[src/rtl/exu_dispatch.sv]
// exu_dispatch: IFU-fed FIFO that decodes its head into one-hot EXU handler selects and retires in order
module exu_dispatch #(
  parameter int DEPTH = 2,
  parameter int RV_PC_SIZE = 32
) (
  input  logic                  clk,
  input  logic                  rst,
  input  logic                  ifu_vld,
  output logic                  ifu_rdy,
  input  logic [31:0]           ifu_inst,
  input  logic [RV_PC_SIZE-1:0] ifu_pc,
  output logic [31:0]           inst,
  output logic [RV_PC_SIZE-1:0] pc,
  output logic                  sel_alu,
  output logic                  sel_misc,
  output logic                  sel_br,
  output logic                  sel_lsu,
  input  logic                  lsu_done,
  input  logic                  flush,
  output logic                  retire,
  output logic                  halt
);
  localparam int PW = $clog2(DEPTH);
  localparam int CW = $clog2(DEPTH + 1);
  logic [31:0]           inst_q [DEPTH];
  logic [RV_PC_SIZE-1:0] pc_q [DEPTH];
  logic [PW-1:0]         rd_ptr, wr_ptr, rd_nxt, wr_nxt;
  logic [CW-1:0]         count;
  logic [6:0]            op;
  logic                  is_alu, is_misc, is_br, is_lsu, is_fence;
  logic                  nonempty, act, illegal_head, push, flushing;
  // Head view, opcode decode, retire and flush qualification
  always_comb begin
    inst         = inst_q[rd_ptr];
    pc           = pc_q[rd_ptr];
    op           = inst[6:0];
    is_misc      = op == 7'b0110111 || op == 7'b0010111;
    is_br        = op == 7'b1101111 || op == 7'b1100111 || op == 7'b1100011;
    is_lsu       = op == 7'b0000011 || op == 7'b0100011;
    is_alu       = op == 7'b0010011 || op == 7'b0110011;
    is_fence     = op == 7'b0001111;
    nonempty     = count != '0;
    act          = nonempty && !halt;
    illegal_head = nonempty && !(is_misc || is_br || is_lsu || is_alu || is_fence);
    sel_alu      = act && is_alu;
    sel_misc     = act && is_misc;
    sel_br       = act && is_br;
    sel_lsu      = act && is_lsu;
    retire       = act && !illegal_head && (!sel_lsu || lsu_done);
    flushing     = retire && sel_br && flush;
    ifu_rdy      = !rst && count != CW'(DEPTH);
    push         = ifu_vld && ifu_rdy && !flushing;
    rd_nxt       = rd_ptr == PW'(DEPTH - 1) ? '0 : rd_ptr + 1'b1;
    wr_nxt       = wr_ptr == PW'(DEPTH - 1) ? '0 : wr_ptr + 1'b1;
  end
  // FIFO storage, pointers, occupancy and sticky illegal-instruction halt
  always_ff @(posedge clk) begin
    if (rst) begin
      for (int i = 0; i < DEPTH; i++) begin
        inst_q[i] <= '0;
        pc_q[i]   <= '0;
      end
      rd_ptr <= '0;
      wr_ptr <= '0;
      count  <= '0;
      halt   <= 1'b0;
    end else begin
      halt <= halt || illegal_head;
      if (push) begin
        inst_q[wr_ptr] <= ifu_inst;
        pc_q[wr_ptr]   <= ifu_pc;
        wr_ptr         <= wr_nxt;
      end
      if (flushing) begin
        rd_ptr <= wr_ptr;
        count  <= '0;
      end else begin
        if (retire) rd_ptr <= rd_nxt;
        count <= count + CW'(push) - CW'(retire);
      end
    end
  end
endmodule

[config.mk]
export PLATFORM = sky130hd
export DESIGN_NAME = exu_dispatch
export DESIGN_NICKNAME = d
export VERILOG_FILES = /design/src/rtl/exu_dispatch.sv
export SDC_FILE = /design/constraint.sdc
export NUM_CORES = 1
export LEC_CHECK = 0
export CAP_MARGIN = 10
export CORE_MARGIN = 4
export CORE_UTILIZATION = 38
export DETAILED_ROUTE_END_ITERATION = 16
export SETUP_SLACK_MARGIN = 0.1
export SLEW_MARGIN = 0
export SYNTH_ARGS = -nofsm -noshare
export SYNTH_HDL_FRONTEND = slang
export SYNTH_SLANG_ARGS = --single-unit
[constraint.sdc]
create_clock -name clk -period 3.85 [get_ports clk]
set_input_delay 0.77 -clock clk [delete_from_list [all_inputs] [get_ports clk]]
set_output_delay 0.77 -clock clk [all_outputs]
set_load 0.03 [all_outputs]
After elaboration in Yosys (flattened, before gate mapping)
Memories as Yosys holds them, arrays and structs flattened. A register that Yosys moved wholly into a read port is not among the register bits.
Cells that the tools add are included.
Word-level totals
  flip-flop bits (word level): 5
  RAM bits: 128
  input port bits: 69
  output and inout bits: 71
  memories kept: 2
Memory list
  inst_q: words 2, bits a word 32, read ports 1, clocked after Yosys merged registers in 1, write ports 2, line 25  | logic [31:0] inst_q [DEPTH];
  pc_q: words 2, bits a word 32, read ports 1, clocked after Yosys merged registers in 1, write ports 2, line 26  | logic [RV_PC_SIZE-1:0] pc_q [DEPTH];
Cells by class
  $add $sub $neg: 4
  equal/unequal tests: 11
  muxes and demuxes: 19
  reductions and logical operators: 35
Operators with widths (count)
  32-bit two-way mux: 2
  32-bit OR reduction: 2
  7-bit by 6-bit equality test with 1-bit output, second input constant: 3
  7-bit equality test, second input constant: 3
  1-bit two-way mux: 17
  7-bit by 5-bit equality test with 1-bit output, second input constant: 2
  1-bit logical AND: 13
  1-bit logical OR: 11
  7-bit by 2-bit equality test with 1-bit output, second input constant: 1
  7-bit by 4-bit equality test with 1-bit output, second input constant: 1
  1-bit zero test: 6
  2-bit nonzero test: 2
  1-bit adder, second input constant: 2
  2-bit by 1-bit adder with 2-bit output: 1
  2-bit inequality test, second input constant: 1
  2-bit OR reduction: 1
  2-bit by 1-bit subtractor with 2-bit output: 1

Depth between registers and ports, before layout
Gate-level depths: netlist of run 1.
  word-level depth: 21
  mapped depth: 13

Worst setup path after synthesis of run 1
Ideal clock, no wire load.
  kind: in2reg
  start: in rst
  end: mem inst_q[0][0], enable pin
  setup time: 0.426 ns
  arrival time: 3.488 ns
  setup slack: -0.063 ns
  stages on the path: 6
  buffers on the path: 2
  cell sequence: clkbuf_1 a21oi_1 o211ai_4 nor2_2 buf_6 or2_1
RTL lines
  from (decl): line 7  | input logic rst,
  to (decl): line 25

==> results of run 1 <==
[flip-flops by register name, indices dropped and copies added (netlist names), named ones only]
name,flops
inst_q,64
pc_q,64
count,2
halt,1
rd_ptr,1
wr_ptr,1
[per-stage QoR]
| step | hold WS, ns | cells | setup TNS (ns) |
|---|---|---|---|
| CTS | 0.495 | 777 | 0 |
| finish | 0.500 | 778 | 0 |
| floorplan | 0.465 | 412 | -8.12 |
| detailed placement | 0.483 | 746 | 0 |
| global route | 0.536 | 778 | 0 |
| global placement | 0.491 | 746 | 0 |
[how the worst max path moves through the flow]
stage               from                    endpoint  slack [ns]  cells past startpoint
6_report       flip-flop                      retire        0.40                      5
5_1_grt        flip-flop                      retire        0.24                      5
4_1_cts        flip-flop                      retire        0.17                      5
3_5_place_dp   flip-flop                      retire        0.63                      5
3_3_place_gp   flip-flop                      retire        0.64                      5
2_1_floorplan        rst  inst_q[0][0]$_SDFFCE_PN0P_       -0.06                      6
[cells by family (layout without fill, tap and decap cells)]
kind of cell | after synthesis | after routing | synth area share
DFF | 134 | 134 | 0.653
AOI/OAI and AO/OA | 17 | 17 | 0.0218
muxes | 61 | 61 | 0.113
buffers and inverters | 29 | 184 | 0.0336
xor gates and xnor gates | 3 | 3 | 0.00433
and+or+nand+nor | 166 | 166 | 0.170
adders and majority gates | 2 | 2 | 0.00412
[final cells by class]
class                      instances  area share
timing repair buffer             147       0.182
tap                              211      0.0323
sequential                       134       0.485
clock buffer                      31      0.0633
multi-input combinational        249       0.235
inverter                           6     0.00275
[metal layers]
layer / track usage / vias up / routed length (µm)
li1: - / 1752 / -
met1: 0.166 / 1816 / 5380
met2: 0.263 / 80 / 6980
met3: 0.0345 / 14 / 458
met4: 0.0617 / 0 / 215
met5: 0 / - / 0
[power groups by stage]
stage / sequential [mW] / clock, mW / combinational (mW)
after detailed placement: 1.92 / 0 / 1.50
after floorplan: 1.86 / 0 / 0.983
after CTS: 1.89 / 1.46 / 1.51
after global placement: 1.91 / 0 / 1.50
final: 1.86 / 1.42 / 1.53
after global routing: 1.88 / 1.52 / 1.63
[critical path: cells and delay by family, from the launching register on]
| kind | cells | cell delay, ns |
|---|---|---|
| buffers and inverters | 1 | 0.68 |
| DFF | 1 | 0.51 |
| AOI/OAI and AO/OA | 2 | 0.50 |
| muxes | 1 | 0.38 |
| and+or+nand+nor | 1 | 0.22 |
[synthesized netlist by cell type, drive strengths merged]
master	instances
and2	129
edfxtp	128
mux2	61
buf	20
nor2	10
nand2	7
dfxtp	6
inv	6
a21oi	5
nand2b	4
clkbuf	3
nor3	3
o21ai	3
ha	2
nand3b	2
nand4	2
o211ai	2
o22ai	2
or2	2
xnor2	2
a21boi	1
a21o	1
a22oi	1
and3	1
nand4b	1
nand4bb	1
nor3b	1
nor4	1
o311a	1
o31a	1
or3	1
or3b	1
xor2	1
[what timing repair did]
item,CTS,global route
resized for setup,0,0
endpoints found under the setup margin,0,1
hold buffers,0,0
buffers inserted,0,1
==> impl_metrics.py, run 1 <==
metrics = {
    "sta": {
        "rsz0062_at_grt": "false",
        "setup_viol": 0,
        "max_freq_mhz": 290,
        "relSlewSlack": 0.567,
        "hold_viol": 0,
        "fin_crit_sh": 0.897,
        "worst_slack_ns": 0.397,
        "fin_crit_ns": 3.45,
        "worst_pin_slew_ns": 0.650,
        "skew_ns": 0.00803,
        "slew_viol_final": 0,
    },
    "power": {
        "seqPwrFrac": 0.387,
        "ir_drop_mv": 0.352,
        "combPwrFrac": 0.317,
        "power_density_mw_per_mm2": 588,
        "total_power_mw": 4.81,
        "switching_power_mw": 1.44,
        "internal_power_mw": 3.37,
        "swShare": 0.299,
        "power.share.clock": 0.296,
        "p_leak_nw": 3.03,
    },
    "final_layout": {
        "area_delta_synth_final_pct": 34.7,
        "drive_above_1_share": 0.189,
        "fillerInstances": 1319,
        "fin_util": 0.530,
        "seq_area_mm2": 0.00397,
        "layout_commonest_cell": "clkdlybuf4s50_1",
        "diodes": 0,
        "layout.nets": 626,
        "multi_input_area_mm2": 0.00192,
        "layout_common_cells": "clkdlybuf4s50_1, edfxtp_1, and2_1",
        "final_area_mm2": 0.00818,
    },
    "yosys": {
        "syn_area_per_cell_um2": 14.7,
        "yosysWarnings": 0,
        "yosysTopAreaCell": "edfxtp_1",
        "synthCells": 412,
        "synth_area_mm2": 0.00607,
        "synth.distinct_cells": 42,
        "synthTopCellsByArea": "edfxtp_1, and2_1, mux2_2, buf_6, dfxtp_1",
        "synth-seq-area-share": 0.653,
        "netlist.area_leader.share": 0.633,
        "ys_ff_latch": 134,
        "synth_nets": 483,
    },
    "global_route": {
        "grt_max_degree": 65,
        "overflow": 0,
        "antenna_found_initial": 0,
        "grt_first_pass_wirelength_mm": 20.2,
        "grt_pass1_vias": 3917,
        "track_usage": 0.146,
    },
    "critical_path": {
        "worstPathMaxFanout": 22,
        "reg2reg_depth": 10,
        "criticalPathCategory": "reg -> out",
        "cp-end-kind": "output port",
        "slowest_stage": "clkdlybuf4s50_1",
        "regToRegEndpoint": "count[1]$_SDFF_PP0_",
        "ff2ff_setup_slack_ns": 1.28,
        "crit_path_start_kind": "flip-flop",
        "crit_arrival_ns": 2.68,
        "crit_chain": "mux2_2 -> a21o_1 -> o211ai_1 -> and2_1 -> clkdlybuf4s50_1",
        "crit_required_ns": 3.08,
        "slowest_delay_ns": 0.68,
    },
    "routing": {
        "via_per_inst": 4.71,
        "routed_wl_mm": 13.0,
        "ant_nets": 0,
        "drtPass1Iterations": 4,
        "drc": 0,
        "vias": 3662,
        "wl_per_cell_um": 16.8,
        "drtIter0Drc": 175,
    },
    "die": {
        "die_area_mm2": 0.0181,
        "rows": 45,
        "die_w_um": 134,
        "die_y_um": 134,
        "core_area_mm2": 0.0154,
        "initial_utilization": 0.394,
        "pin_count": 140,
    },
    "placement": {
        "io_buffer_count": 139,
        "dp_hpwl_mm": 8.07,
        "routabilityCongestion": 0.757,
        "placed_area_mm2": 0.00764,
        "dp_slack_ns": 0.627,
    },
    "clock_tree": {
        "clk_latency_ns": 0.41,
        "cts_tree": "yes",
        "cts_root_buf": "clkbuf_16",
        "numCtsBuffers": 17,
        "cts_sinks": 134,
        "h-tree-depth": 4,
        "clk_pin_slew_ns": 0.05,
        "cts_buffer_depth": 2,
    },
    "worst_hold_path": {
        "hold_class": "reg -> reg",
        "hold_depth": 2,
        "holdCritStartpoint": "rd_ptr$_SDFFE_PP0P_",
    },
    "outcome": {
        "status": "completed",
    },
    "job": {
        "cap_violations": 0,
    },
}
(Power assumes the default switching activity.)
==> inputs of run 2 (changes only) <==
Settings changed: GPL_TIMING_DRIVEN set to 0.
Clock period 3.85 ns to 3.37 ns, I/O delays scaled along.
==> impl_metrics.py, run 2 (synthesized netlist as in run 1, its figures left out) <==
metrics = {
    "placement": {
        "dp_hpwl_mm": 8.90,
        "io_buffer_count": 138,
        "routabilityCongestion": 0.781,
    },
    "die": {
        "die_w_um": 134,
        "die_area_mm2": 0.0181,
        "rows": 45,
        "pin_count": 140,
        "core_area_mm2": 0.0154,
        "initial_utilization": 0.394,
        "die_y_um": 134,
    },
    "critical_path": {
        "regToRegEndpoint": "count[1]$_SDFF_PP0_",
        "worstPathMaxFanout": 10,
        "reg2reg_depth": 13,
        "cp-end-kind": "output port",
        "crit_arrival_ns": 2.48,
        "crit_required_ns": 2.70,
        "crit_path_start_kind": "flip-flop",
        "ff2ff_setup_slack_ns": 0.74,
        "criticalPathCategory": "reg -> out",
    },
    "routing": {
        "drtIter0Drc": 173,
        "drc": 0,
        "wl_per_cell_um": 16.3,
        "routed_wl_mm": 13.0,
        "drtPass1Iterations": 6,
        "via_per_inst": 4.70,
        "ant_nets": 0,
        "vias": 3745,
    },
    "final_layout": {
        "diodes": 0,
        "layout_common_cells": "clkdlybuf4s50_1, edfxtp_1, and2_1",
        "fillerInstances": 1321,
        "multi_input_area_mm2": 0.00191,
        "seq_area_mm2": 0.00396,
        "area_delta_synth_final_pct": 39.0,
        "layout_commonest_cell": "clkdlybuf4s50_1",
        "reg.largest.list": "inst_q (64), pc_q (64), count (2)",
        "layout.nets": 644,
        "drive_above_1_share": 0.225,
    },
    "job": {
        "cap_violations": 0,
    },
    "power": {
        "switching_power_mw": 1.72,
        "power.share.clock": 0.333,
        "power_density_mw_per_mm2": 699,
        "total_power_mw": 5.90,
        "ir_drop_mv": 0.367,
        "combPwrFrac": 0.312,
        "internal_power_mw": 4.19,
        "swShare": 0.291,
        "seqPwrFrac": 0.355,
        "p_leak_nw": 3.21,
    },
    "clock_tree": {
        "numCtsBuffers": 17,
        "cts_root_buf": "clkbuf_16",
        "clk_latency_ns": 0.41,
        "cts_sinks": 134,
        "cts_buffer_depth": 2,
        "clk_pin_slew_ns": 0.05,
        "h-tree-depth": 4,
        "cts_tree": "yes",
        "holdBufCountCts": 0,
    },
    "worst_hold_path": {
        "holdCritStartpoint": "rd_ptr$_SDFFE_PP0P_",
        "min_to": "rd_ptr$_SDFFE_PP0P_",
        "hold_class": "reg -> reg",
        "hold_depth": 2,
    },
    "sta": {
        "relSlewSlack": 0.677,
        "rsz0062_at_grt": "true",
        "holdWs_ns": 0.498,
        "fin_crit_sh": 0.935,
        "skew_ns": 0.00657,
        "max_freq_mhz": 317,
        "worst_pin_slew_ns": 0.485,
        "fin_crit_ns": 3.15,
        "setup_viol": 0,
        "hold_viol": 0,
        "slew_viol_final": 0,
    },
    "outcome": {
        "status": "completed",
    },
    "global_route": {
        "overflow": 0,
        "antenna_found_initial": 0,
        "grt_first_pass_wirelength_mm": 20.6,
        "grt_pass1_vias": 4008,
        "grt_max_degree": 38,
        "track_usage": 0.150,
    },
}
## run 2: cell count changes in the layout (fill, tap and decap cells not counted), moves of 3 or more
cell | previous run | this run
buf_6 | 0 | 12
clkbuf_1 | 10 | 4
clkbuf_4 | 0 | 6
bufinv_16 | 0 | 5
clkbuf_8 | 4 | 0
clkdlybuf4s50_1 | 139 | 135
clkinvlp_4 | 0 | 3
## run 2: area by class of cell
class	instances	share of cell area
clock buffer	18	0.0508
timing repair buffer	142	0.170
buffer	23	0.0242
clock inverter	14	0.0246
inverter	6	0.00267
sequential	134	0.470
multi-input combinational	249	0.227
tap	211	0.0313
## run 2: worst max-delay path by stage
stage | from | to | slack, ns | cells after the start
after floorplan | rst | inst_q[0][0]$_SDFFCE_PN0P_ | -0.45 | 6
after global placement | flush | pc_q[1][15]$_SDFFCE_PN0P_ | -1.23 | 6
after detailed placement | flip-flop | retire | 0.29 | 8
after CTS | flip-flop | retire | 0.1 | 8
after global routing | flip-flop | pc[11] | 0.09 | 5
final | flip-flop | inst[7] | 0.22 | 5
## run 2: routing by layer
layer  wire length [µm]  GRT usage  vias to the layer above
met5                  0          0                        -
met4                266     0.0650                        0
met3                494     0.0386                       19
met2               6670      0.253                       86
met1               5570      0.183                     1845
li1                   -          -                     1795
## run 2: what timing repair did
item,4_1_cts,5_1_grt
buffers inserted,0,2
pin swaps,0,1
gates cloned,0,0
resized for setup,7,11
setup endpoints to repair,61,49
## run 2: power by group through the flow
stage	registers (mW)	clock network (mW)	logic, mW
floorplan	2.13	0	1.12
global placement	2.13	0	1.80
detailed placement	2.13	0	1.83
CTS	2.10	2.01	1.84
global route	2.11	2.08	1.96
finish	2.10	1.97	1.84
## run 2: stage by stage
step / setup slack [ns] / utilization / instance area, µm² / cells / TNS, ns
2_1_floorplan: -0.447 / - / 6070 / 412 / -57.27
3_3_place_gp: -1.23 / 0.500 / 7720 / 761 / -156.56
3_5_place_dp: 0.289 / 0.503 / 7760 / 763 / 0
4_1_cts: 0.0967 / 0.545 / 8410 / 795 / 0
5_1_grt: 0.0894 / 0.547 / 8440 / 797 / 0
6_report: 0.220 / 0.547 / 8440 / 797 / 0
## run 2: critical path: stages, from the launching register on
cell and delay (ns):
dfxtp_1 0.35, buf_4 0.17, buf_2 0.27, clkbuf_4 0.30, mux2_2 0.35, clkdlybuf4s50_1 0.62
==> inputs of run 3 (changes only) <==
Settings changed: PLACE_DENSITY_LB_ADDON set to 0.3.
==> impl_metrics.py, run 3 (synthesized netlist as in run 1, its figures left out) <==
metrics = {
    "outcome": {
        "status": "completed",
    },
    "critical_path": {
        "crit_path_start_kind": "flip-flop",
        "crit_arrival_ns": 2.49,
        "criticalPathCategory": "reg -> out",
        "worstPathMaxFanout": 10,
        "cpMostUsedCell": "buf_2",
        "slowest_delay_ns": 0.60,
        "crit_chain": "buf_4 -> buf_2 -> buf_2 -> mux2_2 -> clkdlybuf4s50_1",
        "crit_required_ns": 2.70,
        "slowest_stage": "clkdlybuf4s50_1",
        "cp-end-kind": "output port",
    },
    "global_route": {
        "grt_first_pass_wirelength_mm": 21.0,
        "overflow": 0,
        "antenna_found_initial": 0,
        "grt_pass1_vias": 4029,
        "track_usage": 0.151,
        "grt_max_degree": 41,
    },
    "sta": {
        "hold_viol": 0,
        "fin_crit_ns": 3.16,
        "skew_ns": 0.0108,
        "slew_viol_final": 0,
        "max_freq_mhz": 316,
        "rsz0062_at_grt": "true",
        "worst_pin_slew_ns": 0.443,
        "worst_slack_ns": 0.208,
        "relSlewSlack": 0.705,
        "fin_crit_sh": 0.938,
        "setup_viol": 0,
    },
    "routing": {
        "vias": 3749,
        "drtIter0Drc": 143,
        "wl_per_cell_um": 16.5,
        "via_per_inst": 4.73,
        "routed_wl_mm": 13.1,
        "ant_nets": 0,
        "drc": 0,
        "drtPass1Iterations": 4,
    },
    "die": {
        "pin_count": 140,
        "die_y_um": 134,
        "die_area_mm2": 0.0181,
        "die_w_um": 134,
        "initial_utilization": 0.394,
        "core_area_mm2": 0.0154,
        "rows": 45,
    },
    "placement": {
        "dp_slack_ns": 0.264,
        "routabilityCongestion": 0.788,
        "io_buffer_count": 138,
        "dp_hpwl_mm": 8.96,
        "dp.cells": 763,
    },
    "clock_tree": {
        "h-tree-depth": 4,
        "clk_latency_ns": 0.41,
        "cts_tree": "yes",
        "clk_pin_slew_ns": 0.05,
        "cts_buffer_depth": 2,
        "cts_sinks": 134,
        "numCtsBuffers": 17,
        "cts_root_buf": "clkbuf_16",
    },
    "final_layout": {
        "layout_common_cells": "clkdlybuf4s50_1, edfxtp_1, and2_1",
        "fin_util": 0.536,
        "area_delta_synth_final_pct": 36.3,
        "final_cells": 793,
        "layout.nets": 643,
        "reg.largest.list": "inst_q (64), pc_q (64), count (2)",
        "layout_commonest_cell": "clkdlybuf4s50_1",
        "diodes": 0,
        "drive_above_1_share": 0.211,
    },
    "job": {
        "cap_violations": 0,
    },
    "power": {
        "combPwrFrac": 0.334,
        "power_density_mw_per_mm2": 657,
        "total_power_mw": 5.44,
        "switching_power_mw": 1.66,
        "seqPwrFrac": 0.386,
        "p_leak_nw": 3.18,
        "ir_drop_mv": 0.394,
        "internal_power_mw": 3.78,
        "swShare": 0.306,
        "power.share.clock": 0.280,
    },
    "worst_hold_path": {
        "hold_class": "reg -> reg",
    },
}
[run 3: repair_timing]
item,4_1_cts,5_1_grt
endpoints found under the setup margin,61,63
setup buffers,0,1
resized for setup,7,9
pin swaps,0,1
hold buffers,0,0
[run 3: worst paths after layout]
| check | startpoint | endpoint | slack, ns | cells past startpoint |
|---|---|---|---|---|
| setup / recovery | flip-flop | inst[30] | 0.21 | 5 |
| hold / removal | halt$_SDFF_PP0_ | halt$_SDFF_PP0_ | 0.51 | 2 |
| setup reg to reg | flip-flop | count[1]$_SDFF_PP0_ | 0.77 | 13 |
| hold reg to reg | halt$_SDFF_PP0_ | halt$_SDFF_PP0_ | 0.51 | 2 |
[run 3: area by class of cell]
type,instances,area [µm²]
multi-input cells,249,1910
fillers,1327,7150
repair buffers,141,1440
plain buffers,23,194
clock inverters,7,35.0
inverters,6,22.5
well taps,211,264
clock buffers,22,444
flip-flops and latches,134,3960
[run 3: metrics by stage]
step	setup TNS, ns	hold slack (ns)	instance area, µm²
after floorplan	-57.27	0.465	6070
after global placement	-150.77	0.481	7720
after detailed placement	0	0.493	7770
after CTS	0	0.506	8260
after global routing	0	0.533	8280
final	0	0.509	8280
[run 3: worst max-delay path: cells and delay by family, from the launching register on]
family	cells	cell delay, ns
buffers and inverters	4	1.34
flip-flops	1	0.35
multiplexers	1	0.38
[run 3: routing by layer]
metal,share of wire,up-vias,GRT usage
li1,-,1781,-
met1,0.42,1852,0.185
met2,0.52,97,0.254
met3,0.043,19,0.0424
met4,0.017,0,0.0600
met5,0,-,0
[run 3: power groups by stage]
stage	Sequential (mW)	Clock [mW]	Combinational, mW
2_1_floorplan	2.13	0	1.12
3_3_place_gp	2.13	0	1.80
3_5_place_dp	2.13	0	1.83
4_1_cts	2.10	1.57	1.84
5_1_grt	2.12	1.65	1.94
6_report	2.10	1.53	1.82
